===== src/rtl/jt1942_rom_arb_if.sv =====
// ROM request slots and SDRAM read channel for jt1942_rom_arb.
// slave: arbiter side. master: game core plus SDRAM controller side.
interface jt1942_rom_arb_if;
  logic        downloading;

  logic        main_cs;
  logic [16:0] main_addr;
  logic [7:0]  main_data;
  logic        main_ok;

  logic        snd_cs;
  logic [14:0] snd_addr;
  logic [7:0]  snd_data;
  logic        snd_ok;

  logic        char_cs;
  logic [12:0] char_addr;
  logic [15:0] char_data;
  logic        char_ok;

  logic        scr_cs;
  logic [14:0] scr_addr;
  logic [15:0] scr_data;
  logic        scr_ok;

  logic        obj_cs;
  logic [14:0] obj_addr;
  logic [15:0] obj_data;
  logic        obj_ok;

  logic        sdram_req;
  logic [21:0] sdram_addr;
  logic        sdram_ack;
  logic        data_rdy;
  logic [15:0] data_read;

  modport slave (
    input  downloading,
    input  main_cs, main_addr, snd_cs, snd_addr, char_cs, char_addr,
    input  scr_cs, scr_addr, obj_cs, obj_addr,
    output main_data, main_ok, snd_data, snd_ok, char_data, char_ok,
    output scr_data, scr_ok, obj_data, obj_ok,
    output sdram_req, sdram_addr,
    input  sdram_ack, data_rdy, data_read
  );

  modport master (
    output downloading,
    output main_cs, main_addr, snd_cs, snd_addr, char_cs, char_addr,
    output scr_cs, scr_addr, obj_cs, obj_addr,
    input  main_data, main_ok, snd_data, snd_ok, char_data, char_ok,
    input  scr_data, scr_ok, obj_data, obj_ok,
    input  sdram_req, sdram_addr,
    output sdram_ack, data_rdy, data_read
  );
endinterface


===== src/rtl/jt1942_rom_arb.sv =====
// SDRAM read arbiter for the 1942 ROM slots: one-word cache per slot,
// fixed-priority miss servicing (main > snd > char > scr > obj).
module jt1942_rom_arb #(
  parameter logic [21:0] SND_OFFSET  = 22'h01_4000,
  parameter logic [21:0] CHAR_OFFSET = 22'h01_8000,
  parameter logic [21:0] SCR_OFFSET  = 22'h01_A000,
  parameter logic [21:0] OBJ_OFFSET  = 22'h02_2000
) (
  input logic             clk,
  input logic             rst,
  jt1942_rom_arb_if.slave bus
);

  localparam int NumSlots = 5;

  typedef enum logic [1:0] {StIdle, StReq, StWait} state_e;

  state_e                            state_q;
  logic                              req_q;
  logic [21:0]                       addr_q;
  logic [2:0]                        slot_q;
  logic [15:0]                       slot_addr_q;
  logic [NumSlots-1:0]               valid_q;
  logic [NumSlots-1:0][15:0]         cache_addr_q;
  logic [NumSlots-1:0][15:0]         cache_data_q;

  logic [NumSlots-1:0][15:0]         word_addr;
  logic [NumSlots-1:0][21:0]         offset;
  logic [NumSlots-1:0]               cs;
  logic [NumSlots-1:0]               hit;
  logic [NumSlots-1:0]               pending;
  logic [2:0]                        grant;

  // Byte slots address 8-bit ROM through 16-bit words; bit 0 picks the byte.
  assign word_addr[0] = bus.main_addr[16:1];
  assign word_addr[1] = {2'b0, bus.snd_addr[14:1]};
  assign word_addr[2] = {3'b0, bus.char_addr};
  assign word_addr[3] = {1'b0, bus.scr_addr};
  assign word_addr[4] = {1'b0, bus.obj_addr};

  assign offset[0] = 22'h0;
  assign offset[1] = SND_OFFSET;
  assign offset[2] = CHAR_OFFSET;
  assign offset[3] = SCR_OFFSET;
  assign offset[4] = OBJ_OFFSET;

  assign cs = {bus.obj_cs, bus.scr_cs, bus.char_cs, bus.snd_cs, bus.main_cs};

  always_comb begin
    for (int i = 0; i < NumSlots; i++) begin
      hit[i] = valid_q[i] & (word_addr[i] == cache_addr_q[i]);
    end
  end

  assign pending = cs & ~hit & {NumSlots{~bus.downloading}};

  // Lowest index wins: scan from the bottom of the priority list upwards.
  always_comb begin
    grant = 3'd0;
    for (int i = NumSlots - 1; i >= 0; i--) begin
      if (pending[i]) grant = 3'(i);
    end
  end

  always_ff @(posedge clk or posedge rst) begin
    if (rst) begin
      state_q      <= StIdle;
      req_q        <= 1'b0;
      addr_q       <= '0;
      slot_q       <= '0;
      slot_addr_q  <= '0;
      valid_q      <= '0;
      cache_addr_q <= '0;
      cache_data_q <= '0;
    end else begin
      if (bus.downloading) valid_q <= '0;
      unique case (state_q)
        StIdle: begin
          if (|pending) begin
            slot_q      <= grant;
            slot_addr_q <= word_addr[grant];
            addr_q      <= offset[grant] + {6'd0, word_addr[grant]};
            req_q       <= 1'b1;
            state_q     <= StReq;
          end
        end
        StReq: begin
          if (bus.sdram_ack) begin
            req_q   <= 1'b0;
            state_q <= StWait;
          end
        end
        StWait: begin
          if (bus.data_rdy) begin
            cache_data_q[slot_q] <= bus.data_read;
            cache_addr_q[slot_q] <= slot_addr_q;
            if (!bus.downloading) valid_q[slot_q] <= 1'b1;
            state_q <= StIdle;
          end
        end
        default: state_q <= StIdle;
      endcase
    end
  end

  assign bus.sdram_req  = req_q;
  assign bus.sdram_addr = addr_q;

  assign bus.main_ok = bus.main_cs & hit[0] & ~bus.downloading;
  assign bus.snd_ok  = bus.snd_cs  & hit[1] & ~bus.downloading;
  assign bus.char_ok = bus.char_cs & hit[2] & ~bus.downloading;
  assign bus.scr_ok  = bus.scr_cs  & hit[3] & ~bus.downloading;
  assign bus.obj_ok  = bus.obj_cs  & hit[4] & ~bus.downloading;

  assign bus.main_data = bus.main_addr[0] ? cache_data_q[0][15:8] : cache_data_q[0][7:0];
  assign bus.snd_data  = bus.snd_addr[0]  ? cache_data_q[1][15:8] : cache_data_q[1][7:0];
  assign bus.char_data = cache_data_q[2];
  assign bus.scr_data  = cache_data_q[3];
  assign bus.obj_data  = cache_data_q[4];

endmodule


===== src/flat_wrapper.sv =====
// flat-port wrapper written by rule: the top's interface ports become plain ports
module jt1942_rom_arb_flat 
#(
  parameter logic [21:0] SND_OFFSET  = 22'h01_4000,
  parameter logic [21:0] CHAR_OFFSET = 22'h01_8000,
  parameter logic [21:0] SCR_OFFSET  = 22'h01_A000,
  parameter logic [21:0] OBJ_OFFSET  = 22'h02_2000
)
  (clk, rst, bus_downloading, bus_main_cs, bus_main_addr, bus_snd_cs, bus_snd_addr, bus_char_cs, bus_char_addr, bus_scr_cs, bus_scr_addr, bus_obj_cs, bus_obj_addr, bus_main_data, bus_main_ok, bus_snd_data, bus_snd_ok, bus_char_data, bus_char_ok, bus_scr_data, bus_scr_ok, bus_obj_data, bus_obj_ok, bus_sdram_req, bus_sdram_addr, bus_sdram_ack, bus_data_rdy, bus_data_read);
  jt1942_rom_arb_if bus_i ();
  input logic clk;
  input logic rst;
  input wire logic [$bits(bus_i.downloading)-1:0] bus_downloading;
  input wire logic [$bits(bus_i.main_cs)-1:0] bus_main_cs;
  input wire logic [$bits(bus_i.main_addr)-1:0] bus_main_addr;
  input wire logic [$bits(bus_i.snd_cs)-1:0] bus_snd_cs;
  input wire logic [$bits(bus_i.snd_addr)-1:0] bus_snd_addr;
  input wire logic [$bits(bus_i.char_cs)-1:0] bus_char_cs;
  input wire logic [$bits(bus_i.char_addr)-1:0] bus_char_addr;
  input wire logic [$bits(bus_i.scr_cs)-1:0] bus_scr_cs;
  input wire logic [$bits(bus_i.scr_addr)-1:0] bus_scr_addr;
  input wire logic [$bits(bus_i.obj_cs)-1:0] bus_obj_cs;
  input wire logic [$bits(bus_i.obj_addr)-1:0] bus_obj_addr;
  output wire logic [$bits(bus_i.main_data)-1:0] bus_main_data;
  output wire logic [$bits(bus_i.main_ok)-1:0] bus_main_ok;
  output wire logic [$bits(bus_i.snd_data)-1:0] bus_snd_data;
  output wire logic [$bits(bus_i.snd_ok)-1:0] bus_snd_ok;
  output wire logic [$bits(bus_i.char_data)-1:0] bus_char_data;
  output wire logic [$bits(bus_i.char_ok)-1:0] bus_char_ok;
  output wire logic [$bits(bus_i.scr_data)-1:0] bus_scr_data;
  output wire logic [$bits(bus_i.scr_ok)-1:0] bus_scr_ok;
  output wire logic [$bits(bus_i.obj_data)-1:0] bus_obj_data;
  output wire logic [$bits(bus_i.obj_ok)-1:0] bus_obj_ok;
  output wire logic [$bits(bus_i.sdram_req)-1:0] bus_sdram_req;
  output wire logic [$bits(bus_i.sdram_addr)-1:0] bus_sdram_addr;
  input wire logic [$bits(bus_i.sdram_ack)-1:0] bus_sdram_ack;
  input wire logic [$bits(bus_i.data_rdy)-1:0] bus_data_rdy;
  input wire logic [$bits(bus_i.data_read)-1:0] bus_data_read;
  assign bus_i.downloading = bus_downloading;
  assign bus_i.main_cs = bus_main_cs;
  assign bus_i.main_addr = bus_main_addr;
  assign bus_i.snd_cs = bus_snd_cs;
  assign bus_i.snd_addr = bus_snd_addr;
  assign bus_i.char_cs = bus_char_cs;
  assign bus_i.char_addr = bus_char_addr;
  assign bus_i.scr_cs = bus_scr_cs;
  assign bus_i.scr_addr = bus_scr_addr;
  assign bus_i.obj_cs = bus_obj_cs;
  assign bus_i.obj_addr = bus_obj_addr;
  assign bus_main_data = bus_i.main_data;
  assign bus_main_ok = bus_i.main_ok;
  assign bus_snd_data = bus_i.snd_data;
  assign bus_snd_ok = bus_i.snd_ok;
  assign bus_char_data = bus_i.char_data;
  assign bus_char_ok = bus_i.char_ok;
  assign bus_scr_data = bus_i.scr_data;
  assign bus_scr_ok = bus_i.scr_ok;
  assign bus_obj_data = bus_i.obj_data;
  assign bus_obj_ok = bus_i.obj_ok;
  assign bus_sdram_req = bus_i.sdram_req;
  assign bus_sdram_addr = bus_i.sdram_addr;
  assign bus_i.sdram_ack = bus_sdram_ack;
  assign bus_i.data_rdy = bus_data_rdy;
  assign bus_i.data_read = bus_data_read;
  jt1942_rom_arb #(.SND_OFFSET(SND_OFFSET), .CHAR_OFFSET(CHAR_OFFSET), .SCR_OFFSET(SCR_OFFSET), .OBJ_OFFSET(OBJ_OFFSET)) u_core (.clk(clk), .rst(rst), .bus(bus_i));
endmodule

===== config.mk =====
export PLATFORM = sky130hd
export DESIGN_NAME = jt1942_rom_arb_flat
export DESIGN_NICKNAME = d
export VERILOG_FILES = /design/src/rtl/jt1942_rom_arb_if.sv /design/src/rtl/jt1942_rom_arb.sv /design/src/flat_wrapper.sv
export SDC_FILE = /design/constraint.sdc
export NUM_CORES = 1
export LEC_CHECK = 0
export ABC_AREA = 1
export BUFFER_PORTS_ARGS = -buffer_cell sky130_fd_sc_hd__buf_2
export CORE_UTILIZATION = 40
export CTS_BUF_LIST = sky130_fd_sc_hd__clkbuf_4
export CTS_CLUSTER_DIAMETER = 120
export DETAILED_ROUTE_END_ITERATION = 7
export GPL_TIMING_DRIVEN = 0
export PLACE_DENSITY = 0.72
export SLEW_MARGIN = 20
export SYNTH_ARGS = -nofsm -noshare
export SYNTH_HDL_FRONTEND = slang
export SYNTH_SLANG_ARGS = --single-unit

===== constraint.sdc =====
create_clock -name clk -period 17.1 [get_ports clk]
set_input_delay 3.42 -clock clk [delete_from_list [all_inputs] [get_ports clk]]
set_output_delay 3.42 -clock clk [all_outputs]
set_load 0.005 [all_outputs]

Word-level counts from Yosys, hierarchy flattened
Memories as Yosys holds them, arrays and structs flattened.
Index checks and enable logic that the tools add are counted.
- register bits: 209
- ROM bits: 176
- bits of input ports: 101
- output and inout bits: 92
- memories kept: 1
- memory list (memory ; depth ; width ; read ports ; clocked after Yosys merged registers in ; write ports ; line ; text):
    (name not given) ; 8 ; 22 ; 1 ; 0 ; 0 ; jt1942_rom_arb.sv:82 ; addr_q <= offset[grant] + {6'd0, word_addr[grant]};
- $add $sub $neg: 1
- magnitude comparators: 3
- equality and inequality tests: 10
- muxes and demuxes: 27
- bitwise logic cells: 20
- reductions and logical operators: 8
- operator list (operator ; number):
    $bwmux 80 ; 2
    $bmux 16 s3 ; 1
    $demux 16 s3 ; 1
    $eq 15x16->1 ; 2
    $mux 16 ; 2
    $add 22x16->22 ; 1
    $mux 22 ; 1
    $mux 5 ; 4
    $eq 13x16->1 ; 1
    $eq 14x16->1 ; 1
    $eq 16x16->1 ; 1
    $mux 8 ; 2
    $and 1x1->1 ; 15
    $mux 3 ; 5
    $and 5x5->5 ; 2
    $lt 3x4->1 const B ; 2
    $mux 2 ; 3
    $pmux 2 s3 ; 1
    $reduce_and 3->1 ; 2
    $not 5->5 ; 1
    $or 5x5->5 ; 1
    $reduce_or 5->1 ; 1
    $ne 2x2->1 const B ; 2
    $reduce_and 2->1 ; 2
    other kinds (11) ; 13

Depth between registers and ports, before layout
Gate-level depths: netlist of the first run.
- word-level depth: 13
- mapped depth: 24
- mapped depth without buffers: 24

Least setup slack after synthesis of the first run
OpenSTA, ideal clock, no wires.
- kind: in2out
- start: input bus_main_addr[0]
- end: output bus_main_data[0]
- arrival: 4060 ps
- required time: 13680 ps
- slack: 9620 ps
- cell stages on the path: 2
- buffers on the path: 1
- path through: clkbuf_1 mux2_2
- cells in the longest elaborated chain, start to end: 1
- ends and longest elaborated chain (item ; line ; text):
    start: declaration ; flat_wrapper.sv:15 ; input wire logic [$bits(bus_i.main_addr)-1:0] bus_main_addr;
    $mux 8 ; jt1942_rom_arb.sv:115 ; assign bus.main_data = bus.main_addr[0] ? cache_data_q[0][15:8] : cache_data_q[0][7:0];
    end: declaration ; flat_wrapper.sv:24 ; output wire logic [$bits(bus_i.main_data)-1:0] bus_main_data;
Every way passes these cells.

Worst setup path after layout of the first run
- start: input bus_snd_addr[11]
- end: output bus_snd_ok
- cells in the longest elaborated chain, start to end: 4
- ends and longest elaborated chain (item ; line ; text):
    start: declaration ; flat_wrapper.sv:17 ; input wire logic [$bits(bus_i.snd_addr)-1:0] bus_snd_addr;
    $eq 14x16->1 ; jt1942_rom_arb.sv:51 ; hit[i] = valid_q[i] & (word_addr[i] == cache_addr_q[i]);
    $and 1x1->1 ; jt1942_rom_arb.sv:51 ;
    $and 1x1->1 (2 in a row) ; jt1942_rom_arb.sv:110 ; assign bus.snd_ok = bus.snd_cs & hit[1] & ~bus.downloading;
    end: declaration ; flat_wrapper.sv:27 ; output wire logic [$bits(bus_i.snd_ok)-1:0] bus_snd_ok;
Every way passes these cells.

==> impl_metrics.csv, run 1 <==
group,metric,value,unit
synth,synth_commonest_cells,"nand2_1, dfrtp_1, o21ai_0",
sta,min_period,8122,ps
detailed_routing,routed_wl,29400,µm
critical_path,worstSetupPathType,"in -> out",
die,die_w,158.9,µm
final_layout,syn2layout_area_growth,17.25,%
synth,synth_top_area_share,49.07,%
global_route,grt_pass1_wl,45970,µm
sta,fin_crit_sh,47.50,%
die,die-area,0.02524,mm²
synth,synth-async-reset-ratio,100.0,%
sta,setup-tns-final,0,ps
clocking,cts_resized,0,
die,row_count,57,
sta,fin_ws,8978,ps
pwr,ir_worst_vdd,0.05456,mV
clocking,hold_buffers,0,
clocking,numCtsBuffers,17,
critical_path,startpoint_type,"primary input",
clocking,ctsHtreeMaxLevel,4,
synth,yosysMostFrequentCell,"nand2_1",
hold_path,hold_depth,2,
clocking,post-cts-setup-buffers,0,
synth,yosysWarnings,0,
pwr,powerDensity,143.7,mW/mm²
sta,skew,25.38,ps
die,die_y,158.9,µm
sta,slew_viol_final,0,
synth,synth.area.top_cells,"dfrtp_1, nand2_1, o21ai_0",
clocking,cts_root_buf,"clkbuf_4",
detailed_routing,drt_pre_antenna_iters,6,
placement,hpwl,22420,µm
synth,netlist_area,0.009842,mm²
sta,slew_headroom,51.15,%
clocking,cts_buffer_depth,2,
run,cap_violations,0,
critical_path,arrival,4700,ps
global_route,track_usage,23.67,%
placement,pre_cts_slack,9076,ps
sta,tightestPinTransition,732.7,ps
detailed_routing,drt-initial-drc-count,917,
synth,synth_edf_count,0,
clocking,clock_latency,620,ps
global_route,grt_max_degree,98,
global_route,grt_pass1_vias,8388,
synth,ys_seq_area_share,49.07,%
run_status,outcome,"finished clean",
detailed_routing,drc,0,
detailed_routing,vias_per_cell,4.979,
sta,clock.fmax,123.1,MHz
die,io_pins,193,
critical_path,crit_fanout,2,
pwr,p_leak,6.164,nW
synth,synth_top_cell_by_area,"dfrtp_1",
clocking,cts.clk_slew.worst_paths,170,ps
placement,gp_congestion,0.9394,
clocking,cts_tree,"built",
synth,synth.distinct_cells,35,
die,core,0.02425,mm²
detailed_routing,ant_nets,0,
final_layout,fill_cells,2454,
detailed_routing,dr_total_vias,8833,
synth,syn_avg_cell_area,8.028,µm²
final_layout,multi_input_area,0.003791,mm²
critical_path,r2r_cells,18,
critical_path,cp-end-kind,"output port",
detailed_routing,routedWlPerCell,16.57,µm
synth,syn_inst,1226,
synth,ys_seq_elements,193,
clocking,cts_sinks,193,
final_layout,drive_gt1_share,23.36,%
sta,rsz0062_at_grt,"no",
sta,hold_viol,0,
hold_path,hold_path_class,"reg -> reg",
final_layout,seq_area,0.004830,mm²
final_layout,final_nets,1539,
placement,portBuffers,186,
global_route,antenna_found_initial,3,
critical_path,cp.required,13680,ps
sta,final-setup-viol-count,0,
die,start_util,40.59,%
synth,ys.flop_type,"dfrtp_1",
global_route,grt.overflow.total,0,
[layer usage]
layer,wire length (µm),share of wire [%],up-vias,GRT usage (%)
met5,0,0,-,0
met1,13160,45,4222,33.98
met4,745,2.5,0,7.780
li1,-,-,4208,-
met3,2019,6.9,46,3.736
met2,13480,46,357,36.44
[metrics by stage]
step	power [mW]	hold slack, ps	utilization, %	cell area (µm²)	cells
2_1_floorplan	1.161	447.6	-	9849	1228
3_3_place_gp	1.383	460.0	46.13	11190	1738
3_5_place_dp	1.407	470.4	46.27	11220	1739
4_1_cts	1.665	505.4	47.56	11530	1771
5_1_grt	1.785	532.8	47.58	11540	1773
6_report	1.658	504.9	47.59	11540	1774
[final timing paths]
check / start / to / slack, ps
setup / recovery: bus_snd_addr[11] / bus_snd_ok / 8980
hold / removal: u_core.bus.sdram_addr[18] / u_core.bus.sdram_addr[18] / 500
setup reg to reg: u_core.cache_addr_q[26] / u_core.bus.sdram_addr[17] / 13750
hold reg to reg: u_core.bus.sdram_addr[18] / u_core.bus.sdram_addr[18] / 500
max in group asynchronous: rst / u_core.cache_addr_q[61] / 13240
min in group asynchronous: rst / u_core.bus.char_data[10] / 2890
[power breakdown]
part | internal [mW] | switching [mW] | leakage, nW
combinational | 0.307 | 0.332 | 3.49
sequential | 0.639 | 0.120 | 2.51
clock | 0.0703 | 0.190 | 0.164
total | 1.02 | 0.641 | 6.16
[sequential cells by signal, indices dropped and copies added (netlist names), 5 cells and up]
register,flops
u_core.cache_addr_q,80
u_core.cache_data_q,32
u_core.bus.char_data,16
u_core.bus.obj_data,16
u_core.bus.scr_data,16
u_core.slot_addr_q,16
u_core.bus.sdram_addr,6
u_core.valid_q,5
[placed cells by master (no fill, tap or decap), types with 2 or more instances in the layout]
| cell type | count |
|---|---|
| a21oi_1 | 35 |
| buf_2 | 195 |
| buf_4 | 67 |
| buf_6 | 6 |
| clkbuf_1 | 36 |
| clkbuf_4 | 17 |
| clkinv_4 | 4 |
| clkinv_8 | 5 |
| conb_1 | 3 |
| dfrtp_1 | 193 |
| diode_2 | 3 |
| ha_1 | 3 |
| inv_1 | 121 |
| inv_2 | 2 |
| inv_6 | 3 |
| inv_8 | 4 |
| mux2_2 | 16 |
| nand2_1 | 368 |
| nand2_2 | 5 |
| nand2_4 | 4 |
| nand3_1 | 48 |
| nand4_1 | 8 |
| nor2_1 | 65 |
| nor2_4 | 2 |
| nor3_1 | 3 |
| nor3_2 | 2 |
| o21ai_0 | 174 |
| o21ai_1 | 5 |
| o22ai_1 | 3 |
| or2_0 | 2 |
| or2_2 | 2 |
| xnor2_1 | 24 |
| xor2_1 | 13 |
[logic make-up after synthesis]
logic type | after synthesis | synth area share [%]
compound gates | 219 | 11.24
simple gates | 512 | 21.46
flops | 193 | 49.07
buf+inv | 244 | 12.48
fa+ha+maj | 4 | 0.5848
mux | 16 | 1.831
other cells | 1 | 0.03810
xor+xnor | 37 | 3.293
[worst max-delay path, cell delays in order]
cell,delay (ps)
buf_2,120
xnor2_1,360
nand4_1,140
nor2_1,190
nand2_1,160
nor3_1,180
buf_2,140
[final cells by class]
cell class / count / area share, %
diodes: 3 / 0.06505
plain buffers: 118 / 6.505
clock buffers: 17 / 1.106
clock inverters: 15 / 1.594
inverters: 126 / 4.207
multi-input cells: 791 / 32.85
flip-flops and latches: 193 / 41.85
well taps: 324 / 3.513
repair buffers: 187 / 8.305
(Power assumes the default switching activity.)
==> run 2: changes to the inputs <==
- ABC_AREA: 1 -> 0
- clock period: 17.1 -> 8.39 ns (I/O delays scaled with it)
==> run 2 against run 1 <==
  * First-iteration DRC count shrank 62%
  * Final cell count is 28% lower
  * Wire length is 15% lower
  * Worst hold slack got worse by 12 ps
  * Register-to-register slack got worse by 9600 ps
  * Clock skew up 11 ps
  * Sequential power up 110%
==> impl_metrics.csv, run 2 <==
group,metric,value,unit
run_status,outcome,"finished clean",
final_layout,fill_cells,2200,
synth,synth-async-reset-ratio,100.0,%
hold_path,hold_depth,2,
detailed_routing,drc,0,
critical_path,ff2ff_setup_slack,4140,ps
detailed_routing,drt_pre_antenna_iters,6,
clocking,cts.clk_slew.worst_paths,150,ps
sta,tightestPinTransition,853.7,ps
hold_path,min_to,"u_core.bus.sdram_req",
final_layout,drive_gt1_share,50.36,%
critical_path,r2r_start,"u_core.cache_addr_q[45]",
final_layout,multi_input_area,0.004026,mm²
synth,synth_edf_count,0,
pwr,power,3.286,mW
detailed_routing,routedWlPerCell,19.56,µm
placement,portBuffers,187,
synth,ys.flop_type,"dfrtp_1",
critical_path,crit_fanout,3,
synth,syn_inst,741,
final_layout,final_nets,1055,
global_route,grt.overflow.total,0,
pwr,p_sw_share,34.60,%
synth,yosysWarnings,0,
final_layout,seq_area,0.004830,mm²
global_route,grt_use_met3,6.757,%
synth,netlist_area,0.009532,mm²
placement,hpwl,18800,µm
clocking,cts_buffer_depth,2,
final_layout,largestRegisters,"u_core.cache_addr_q x80, u_core.cache_data_q x32",
sta,setup-tns-final,0,ps
final_layout,mostFrequentLayoutCells,"dfrtp_1, buf_2, mux2_2",
clocking,cts_tree,"built",
sta,slew_viol_final,0,
clocking,ctsHtreeMaxLevel,4,
global_route,antenna_found_initial,7,
die,die_w,156.4,µm
synth,synth_commonest_cells,"dfrtp_1, mux2_2, buf_4",
detailed_routing,drt-initial-drc-count,348,
critical_path,arrival,3450,ps
synth,yosysMostFrequentCell,"dfrtp_1",
clocking,post-cts-setup-buffers,0,
clocking,cts_sinks,193,
clocking,clock_latency,590,ps
final_layout,regMostFlops,"u_core.cache_addr_q",
global_route,met1_usage,27.37,%
pwr,p_int,2.149,mW
synth,synth.distinct_cells,57,
detailed_routing,ant_nets,0,
die,die_y,156.4,µm
final_layout,final_common_cell,"dfrtp_1",
clocking,hold_buffers,0,
final_layout,syn2layout_area_growth,17.64,%
sta,final-setup-viol-count,0,
clocking,numCtsBuffers,17,
global_route,grt_pass1_vias,6657,
sta,slew_headroom,43.09,%
critical_path,cp.required,6710,ps
die,die-area,0.02445,mm²
sta,min_period,5125,ps
sta,rsz0062_at_grt,"no",
critical_path,r2r_cells,14,
detailed_routing,routed_wl,25130,µm
die,io_pins,193,
sta,skew,36.05,ps
sta,fin_ws,3265,ps
synth,ys_seq_elements,193,
die,core,0.02340,mm²
sta,clock.fmax,195.1,MHz
critical_path,worstSetupPathType,"in -> out",
critical_path,cp-end-kind,"output port",
global_route,met2_usage,34.20,%
pwr,p_comb_share,36.1,%
pwr,p_switching,1.137,mW
synth,synth_top_area_share,50.67,%
pwr,powerDensity,293.0,mW/mm²
pwr,p_leak,5.722,nW
final_layout,largest_reg_flops,80,
final_layout,fin_cells,1285,
synth,syn_avg_cell_area,12.86,µm²
hold_path,hold_path_class,"reg -> reg",
pwr,seqPwrFrac,48.2,%
pwr,ir_worst_vdd,0.1483,mV
critical_path,timing.rr.end,"u_core.bus.sdram_addr[17]",
detailed_routing,vias_per_cell,5.044,
synth,ys_seq_area_share,50.67,%
synth,synth_top_cell_by_area,"dfrtp_1",
die,start_util,40.73,%
global_route,track_usage,21.39,%
placement,pre_cts_slack,2921,ps
die,row_count,56,
sta,hold_viol,0,
run,cap_violations,0,
global_route,grt_pass1_wl,38610,µm
synth,synth.area.top_cells,"dfrtp_1, mux2_2, xor2_1",
clocking,cts_resized,0,
detailed_routing,dr_total_vias,6481,
critical_path,startpoint_type,"primary input",
global_route,grt_max_degree,105,
global_route,busiest_layer,"met2",
sta,fin_crit_sh,61.08,%
pwr,p_clk_share,15.6,%
hold_path,hp-start,"u_core.bus.sdram_req",
placement,place_inst,1250,
placement,gp_congestion,0.8623,
clocking,cts_root_buf,"clkbuf_4",
[run 2: cell types whose count changed after synthesis, moves of 26 or more]
cell / before / now
nand2_1: 368 / 21
o21ai_0: 174 / 11
mux2_2: 16 / 176
inv_1: 122 / 9
nor2_1: 65 / 14
nand3_1: 48 / 3
xor2_1: 13 / 58
a21oi_1: 35 / 6
mux2i_1: 0 / 26
[run 2: power by group through the flow]
stage	sequential, mW	clock (mW)	combinational, mW
6_report	1.58	0.513	1.19
5_1_grt	1.64	0.571	1.30
4_1_cts	1.58	0.532	1.20
3_5_place_dp	1.60	0	1.19
3_3_place_gp	1.59	0	1.16
2_1_floorplan	1.51	0	0.830
[run 2: cells by family (layout without fill, tap and decap cells)]
logic type      count (synthesis)  after routing  synth area share, %
other cells                     1              6              0.03934
xor+xnor                       75             75                6.892
mux                           204            204                23.79
compound gates                 70             70                5.605
fa+ha+maj                       4              4               0.6039
buf+inv                       105            325                7.167
flops                         193            193                50.67
simple gates                   89             89                5.238
[run 2: worst max-delay path by stage]
stage | from | end | slack, ps | cells after the start
6_report | bus_main_addr[10] | bus_main_ok | 3270 | 7
5_1_grt | bus_char_addr[5] | bus_char_ok | 3200 | 6
4_1_cts | bus_char_addr[5] | bus_char_ok | 3310 | 6
3_5_place_dp | bus_char_addr[5] | u_core.bus.sdram_addr[17] | 2920 | 15
3_3_place_gp | rst | u_core.cache_addr_q[4] | -860 | 2
2_1_floorplan | rst | u_core.bus.char_data[0] | 1460 | 1
[run 2: stage by stage]
step	hold slack [ps]	instance area, µm²	utilization, %
after floorplan	467.3	9539	-
after global placement	460.4	10870	46.47
after detailed placement	460.9	10910	46.62
after CTS	496.6	11210	47.88
after global routing	524.0	11210	47.89
final	493.4	11210	47.91
[run 2: routing by layer]
metal  share of wire (%)  up-vias
li1                    -     2963
met1                  44     3224
met2                  46      250
met3                 7.9       36
met4                 2.3        8
met5                0.22        -
[run 2: final cells by class]
cell class              instances  area share [%]
inverters                      10          0.4017
clock buffers                  18           1.205
multi-input cells             445           35.91
repair buffers                188           8.592
plain buffers                  95           5.758
flip-flops and latches        193           43.07
well taps                     319           3.559
diodes                          3         0.06695
clock inverters                14           1.439
[run 2: critical path, cell delays in order]
cell and delay [ps]:
buf_2 120, xnor2_1 300, nand4_1 220, nor4_1 630, nand3_1 150, nor2_1 200, buf_2 150
